[src/rtl/mem_arbiter.sv]
// rtl/mem_arbiter.sv - round-robin fetch/load-store arbiter for one single-port sync memory
module mem_arbiter #(
  parameter int WORD_LEN = 32,
  parameter int MEM_AW   = 14,
  parameter int MEM_LAT  = 1
) (
  input  logic                clk,
  input  logic                rst_n,
  input  logic                i_req,
  input  logic [MEM_AW-1:0]   i_addr,
  output logic                i_gnt,
  output logic                i_rvalid,
  output logic [WORD_LEN-1:0] i_rdata,
  input  logic                d_req,
  input  logic                d_we,
  input  logic [MEM_AW-1:0]   d_addr,
  input  logic [WORD_LEN-1:0] d_wdata,
  input  logic [3:0]          d_wstrb,
  output logic                d_gnt,
  output logic                d_rvalid,
  output logic [WORD_LEN-1:0] d_rdata,
  output logic                mem_en,
  output logic [3:0]          mem_we,
  output logic [MEM_AW-1:0]   mem_addr,
  output logic [WORD_LEN-1:0] mem_wdata,
  input  logic [WORD_LEN-1:0] mem_rdata,
  output logic                busy
);

  typedef enum logic [1:0] {S_IDLE, S_ISSUE, S_WAIT, S_RESP} state_t;

  localparam logic [2:0] LAT_LAST = 3'(MEM_LAT);

  state_t     state;
  logic       last_gnt;
  logic       owner_d;
  logic       is_store;
  logic [2:0] lat_cnt;

  logic win;
  logic pick_d;

  // D wins when alone, or on a tie when I was granted last (last_gnt = 0).
  assign win    = i_req | d_req;
  assign pick_d = d_req & (~i_req | ~last_gnt);

  always_ff @(posedge clk or negedge rst_n) begin
    if (!rst_n) begin
      state     <= S_IDLE;
      last_gnt  <= 1'b0;
      owner_d   <= 1'b0;
      is_store  <= 1'b0;
      lat_cnt   <= 3'd0;
      i_gnt     <= 1'b0;
      d_gnt     <= 1'b0;
      i_rvalid  <= 1'b0;
      d_rvalid  <= 1'b0;
      i_rdata   <= '0;
      d_rdata   <= '0;
      mem_en    <= 1'b0;
      mem_we    <= 4'b0000;
      mem_addr  <= '0;
      mem_wdata <= '0;
      busy      <= 1'b0;
    end else begin
      i_gnt    <= 1'b0;
      d_gnt    <= 1'b0;
      i_rvalid <= 1'b0;
      d_rvalid <= 1'b0;
      mem_en   <= 1'b0;
      mem_we   <= 4'b0000;
      case (state)
        S_IDLE, S_RESP: begin
          if (win) begin
            state    <= S_ISSUE;
            busy     <= 1'b1;
            owner_d  <= pick_d;
            last_gnt <= pick_d;
            is_store <= pick_d & d_we;
            i_gnt    <= ~pick_d;
            d_gnt    <= pick_d;
            mem_en   <= 1'b1;
            mem_we   <= (pick_d & d_we) ? d_wstrb : 4'b0000;
            mem_addr <= pick_d ? d_addr : i_addr;
            if (pick_d) mem_wdata <= d_wdata;
          end else begin
            state <= S_IDLE;
          end
        end
        S_ISSUE: begin
          state   <= S_WAIT;
          lat_cnt <= 3'd1;
        end
        S_WAIT: begin
          // mem_rdata is valid on the last WAIT cycle; stores leave d_rdata alone.
          if (lat_cnt == LAT_LAST) begin
            state <= S_RESP;
            busy  <= 1'b0;
            if (owner_d) begin
              d_rvalid <= 1'b1;
              if (!is_store) d_rdata <= mem_rdata;
            end else begin
              i_rvalid <= 1'b1;
              i_rdata  <= mem_rdata;
            end
          end else begin
            lat_cnt <= lat_cnt + 3'd1;
          end
        end
        default: state <= S_IDLE;
      endcase
    end
  end

endmodule
[config.mk]
export PLATFORM = sky130hd
export DESIGN_NAME = mem_arbiter
export DESIGN_NICKNAME = d
export VERILOG_FILES = /design/src/rtl/mem_arbiter.sv
export SDC_FILE = /design/constraint.sdc
export NUM_CORES = 1
export LEC_CHECK = 0
export ABC_AREA = 1
export BUFFER_PORTS_ARGS = -buffer_cell sky130_fd_sc_hd__buf_2
export CORE_MARGIN = 1
export CORE_UTILIZATION = 45
export DETAILED_ROUTE_END_ITERATION = 12
export GPL_TIMING_DRIVEN = 0
export PLACE_DENSITY = 0.76
export SYNTH_ARGS = -nofsm -noshare
export SYNTH_HDL_FRONTEND = slang
export SYNTH_SLANG_ARGS = --single-unit
[constraint.sdc]
create_clock -name clk -period 2.21 [get_ports clk]
set_input_delay 0.1105 -clock clk [delete_from_list [all_inputs] [get_ports clk]]
set_output_delay 0.1105 -clock clk [all_outputs]
set_load 0.02 [all_outputs]
==> run_summary.xml <==
<?xml version="1.0" encoding="UTF-8"?>
<metrics>
  <group name="clock_tree">
    <metric name="clk_path_buf_depth" unit="">2</metric>
    <metric name="post_cts_resized" unit="">0</metric>
    <metric name="clk_latency" unit="ns">0.41</metric>
    <metric name="clock-sinks" unit="">127</metric>
    <metric name="cts-htree-levels" unit="">4</metric>
    <metric name="tritoncts" unit="">yes</metric>
    <metric name="clk_root_buffer_cell" unit="">clkbuf_16</metric>
    <metric name="worst_setup_hold_path_clk_slew" unit="ns">0.05</metric>
    <metric name="cts_inserted_buffers" unit="">17</metric>
  </group>
  <group name="setup_path">
    <metric name="worstReg2RegStart" unit="">state[1]$_DFFE_PN0P_</metric>
    <metric name="worstSetupPathType" unit="">reg -&gt; reg</metric>
    <metric name="worst_setup_path_end_kind" unit="">flop</metric>
    <metric name="crit_start" unit="">state[1]$_DFFE_PN0P_</metric>
    <metric name="path_max_fanout" unit="">10</metric>
    <metric name="worstSetupStartpointType" unit="">flop</metric>
    <metric name="required" unit="ns">2.55</metric>
    <metric name="cp.arrival" unit="ns">2.46</metric>
  </group>
  <group name="timing">
    <metric name="worst_slew_pin_slew" unit="ns">0.505</metric>
    <metric name="finalSetupTns" unit="ns">0</metric>
    <metric name="finalHoldViolations" unit="">0</metric>
    <metric name="timing.max_slew.rel_slack" unit="%">66.3</metric>
    <metric name="final_worst_path_cycle_share" unit="%">95.9</metric>
    <metric name="grt_setup_unrepaired" unit="">no</metric>
    <metric name="finClkSkew" unit="ns">0.00654</metric>
    <metric name="timing.final.max_slew_violations" unit="">0</metric>
    <metric name="achievable-frequency" unit="GHz">0.472</metric>
    <metric name="timing.final.setup_violations" unit="">0</metric>
    <metric name="final_period_minus_worst_setup_slack" unit="ns">2.12</metric>
  </group>
  <group name="route">
    <metric name="vias_per_cell" unit="">5.13</metric>
    <metric name="route.detailed.drc" unit="">0</metric>
    <metric name="postRouteWirelength" unit="um">16600</metric>
    <metric name="dr_pass1_iterations" unit="">6</metric>
    <metric name="count_of_vias_placed_by_the_detailed_router" unit="">5361</metric>
    <metric name="drt-initial-drc-count" unit="">464</metric>
    <metric name="drt.antenna.violating_nets" unit="">0</metric>
    <metric name="detail_route.wl_per_cell" unit="um">15.8</metric>
  </group>
  <group name="yosys">
    <metric name="synth_cell_types" unit="">22</metric>
    <metric name="post_synth_instance_area" unit="mm^2">0.00519</metric>
    <metric name="ys_async_sr_fraction" unit="%">100</metric>
    <metric name="avgSynthCellArea" unit="um^2">9.20</metric>
    <metric name="post_synthesis_cell_count" unit="">564</metric>
    <metric name="dominantRegCellSynth" unit="">dfrtp_1</metric>
    <metric name="synth-edff-count" unit="">0</metric>
    <metric name="postSynthNetCount" unit="">668</metric>
    <metric name="synth-seq-cells" unit="">127</metric>
    <metric name="yosys_warnings" unit="">0</metric>
    <metric name="sequential_cell_area_fraction_in_the_yosys_report" unit="%">61.2</metric>
  </group>
  <group name="power_and_ir_drop">
    <metric name="p_seq_share" unit="%">31.6</metric>
    <metric name="powerDensity" unit="mW/mm^2">1580</metric>
    <metric name="power.share.combinational" unit="%">49.2</metric>
    <metric name="p_int" unit="uW">7100</metric>
    <metric name="power.switching" unit="uW">5500</metric>
    <metric name="power_leakage" unit="uW">0.00430</metric>
    <metric name="vdd.ir_drop.worst" unit="mV">1.19</metric>
    <metric name="clkPwrFrac" unit="%">19.3</metric>
    <metric name="power_switching_share" unit="%">43.7</metric>
  </group>
  <group name="place">
    <metric name="hpwlAfterDp" unit="um">10700</metric>
    <metric name="number_of_buffer_cells_added_on_primary_ports" unit="">219</metric>
    <metric name="place.gp.congestion" unit="">0.813</metric>
    <metric name="placed_area" unit="mm^2">0.00650</metric>
  </group>
  <group name="grt">
    <metric name="grt_first_pass_wirelength" unit="um">25400</metric>
    <metric name="grtUsageTotal" unit="%">28.4</metric>
    <metric name="grt_antenna_before_repair" unit="">0</metric>
    <metric name="global_route_congestion_overflow_total" unit="">0</metric>
    <metric name="grt_pass1_vias" unit="">5391</metric>
    <metric name="grt_start_max_net_pins" unit="">83</metric>
  </group>
  <group name="die">
    <metric name="row_count" unit="">38</metric>
    <metric name="die_width" unit="um">109</metric>
    <metric name="coreArea" unit="mm^2">0.0110</metric>
    <metric name="fp.dieArea" unit="mm^2">0.0120</metric>
    <metric name="floorplan.initialDensity" unit="%">47.1</metric>
    <metric name="dieHeight" unit="um">109</metric>
    <metric name="top_level_ports" unit="">221</metric>
  </group>
  <group name="cells_and_area">
    <metric name="filler_cell_count" unit="">802</metric>
    <metric name="syn2layout_area_growth" unit="%">53.3</metric>
    <metric name="layout-drive-gt1-share" unit="%">30.7</metric>
    <metric name="area.sequential" unit="mm^2">0.00318</metric>
    <metric name="multi_input_comb_area" unit="mm^2">0.00172</metric>
    <metric name="final_area" unit="mm^2">0.00796</metric>
    <metric name="number_of_nets_at_the_end_of_the_flow" unit="">1003</metric>
    <metric name="fin_util" unit="%">72.1</metric>
  </group>
  <group name="run_status">
    <metric name="run_status" unit="">finished, final reports clean</metric>
  </group>
  <group name="worst_hold_path">
    <metric name="hold_path.startpoint" unit="">d_addr[8]</metric>
    <metric name="class_of_the_worst_hold_path" unit="">in -&gt; reg</metric>
  </group>
  <group name="flow_run">
    <metric name="drv_cap" unit="">0</metric>
  </group>
</metrics>
cells by family after synthesis:
kind of cell / Yosys count / synth area share (%)
AO/OA/AOI/OAI: 72 / 7.01
adder cells (fa/ha/maj): 3 / 0.723
AND/OR/NAND/NOR: 314 / 25.5
buffers and inverters: 48 / 5.57
flip-flops: 127 / 61.2
cell usage after synthesis, types with 2 or more instances:
library cell	instances	area [um^2]
o21ai_1	31	155
buf_2	6	30.0
nand4_1	14	87.6
nor2_4	3	33.8
buf_4	5	37.5
nand2_1	254	953
o21ai_0	39	195
buf_6	11	124
ha_1	3	37.5
buf_1	3	11.3
nand3_1	31	155
inv_1	12	45.0
clkbuf_1	9	33.8
nor2_1	7	26.3
inv_2	2	7.51
dfrtp_1	127	3180
nand2_4	2	22.5
state kept, by name (all words and copies together), names as in the netlist:
name / flops
busy: 1
d_gnt: 1
d_rdata: 32
d_rvalid: 1
i_gnt: 1
i_rdata: 32
i_rvalid: 1
is_store: 1
lat_cnt: 3
mem_addr: 14
mem_en: 1
mem_wdata: 32
mem_we: 4
owner_d: 1
state: 2
placed cells by master, fill, tap and decap left out:
cell and instances:
nor2_8 1, ha_1 3, buf_1 3, buf_6 12, buf_2 224, clkinv_2 2, nor2_2 1, o21ai_0 39
nand3_1 31, nand2_4 2, buf_4 8, o21ai_2 1, nand4_1 14, clkbuf_1 12, bufinv_16 1, nor2_1 7
o21ai_1 31, nand3_4 1, nor2_4 3, clkbuf_8 2, nand2_1 254, buf_16 1, a21oi_1 1, dlygate4sd3_1 93
inv_2 2, dfrtp_1 127, inv_1 12, diode_2 1, clkbuf_16 17
metrics by stage:
step	setup slack (ns)	power (uW)	hold WS [ns]	std cells
after detailed placement	0.542	9750	0.0677	924
final	0.0903	12600	0.0224	1046
after global placement	-0.540	9490	0.314	923
after global routing	0.00124	13400	0.0113	1045
after CTS	0.0209	12500	0.00237	1042
after floorplan	0.801	7660	-0.185	564
what timing repair did:
item	CTS	global route
hold buffers	93	0
buffers inserted	0	3
hold endpoints to repair	159	0
setup endpoints to repair	0	2
critical path, stage by stage (launching register included):
cell,delay (ns)
dfrtp_1,0.38
ha_1,0.28
buf_4,0.17
clkbuf_1,0.39
nand4_1,0.15
nand3_1,0.12
dlygate4sd3_1,0.57
metal layers:
| layer | vias to the layer above | GRT usage, % | part of all wire [%] |
|---|---|---|---|
| met1 | 2547 | 31.5 | 37 |
| met5 | - | 0 | 0 |
| met4 | 0 | 17.7 | 5.2 |
| met2 | 248 | 48.3 | 52 |
| li1 | 2484 | - | - |
| met3 | 82 | 7.65 | 5.5 |
worst paths after layout:
check,endpoint,slack (ns),cells after the start
min,mem_addr[8]$_DFFE_PN0P_,0.02,3
max reg2reg,mem_addr[12]$_DFFE_PN0P_,0.09,6
min in group asynchronous,d_rdata[4]$_DFFE_PN0P_,0.21,2
max in group asynchronous,mem_wdata[20]$_DFFE_PN0P_,1.26,3
min reg2reg,mem_wdata[17]$_DFFE_PN0P_,0.46,2
max,mem_addr[12]$_DFFE_PN0P_,0.09,6
layout make-up:
class                      instances  share of cell area [%]
antenna                            1                  0.0315
inverter                          14                   0.660
clock inverter                     3                   0.503
clock buffer                      22                    5.83
sequential                       127                    39.9
buffer                            34                    2.97
multi-input combinational        389                    21.7
timing repair buffer             316                    26.2
tap                              140                    2.20
power groups by stage:
stage / sequential (uW) / combinational, uW / clock, uW
final: 3980 / 6190 / 2430
after global routing: 4080 / 6760 / 2570
after CTS: 3950 / 6080 / 2480
after detailed placement: 3970 / 5780 / 0
after global placement: 3910 / 5580 / 0
after floorplan: 5230 / 2430 / 0
No activity file was read; power rests on OpenSTA's default activity.
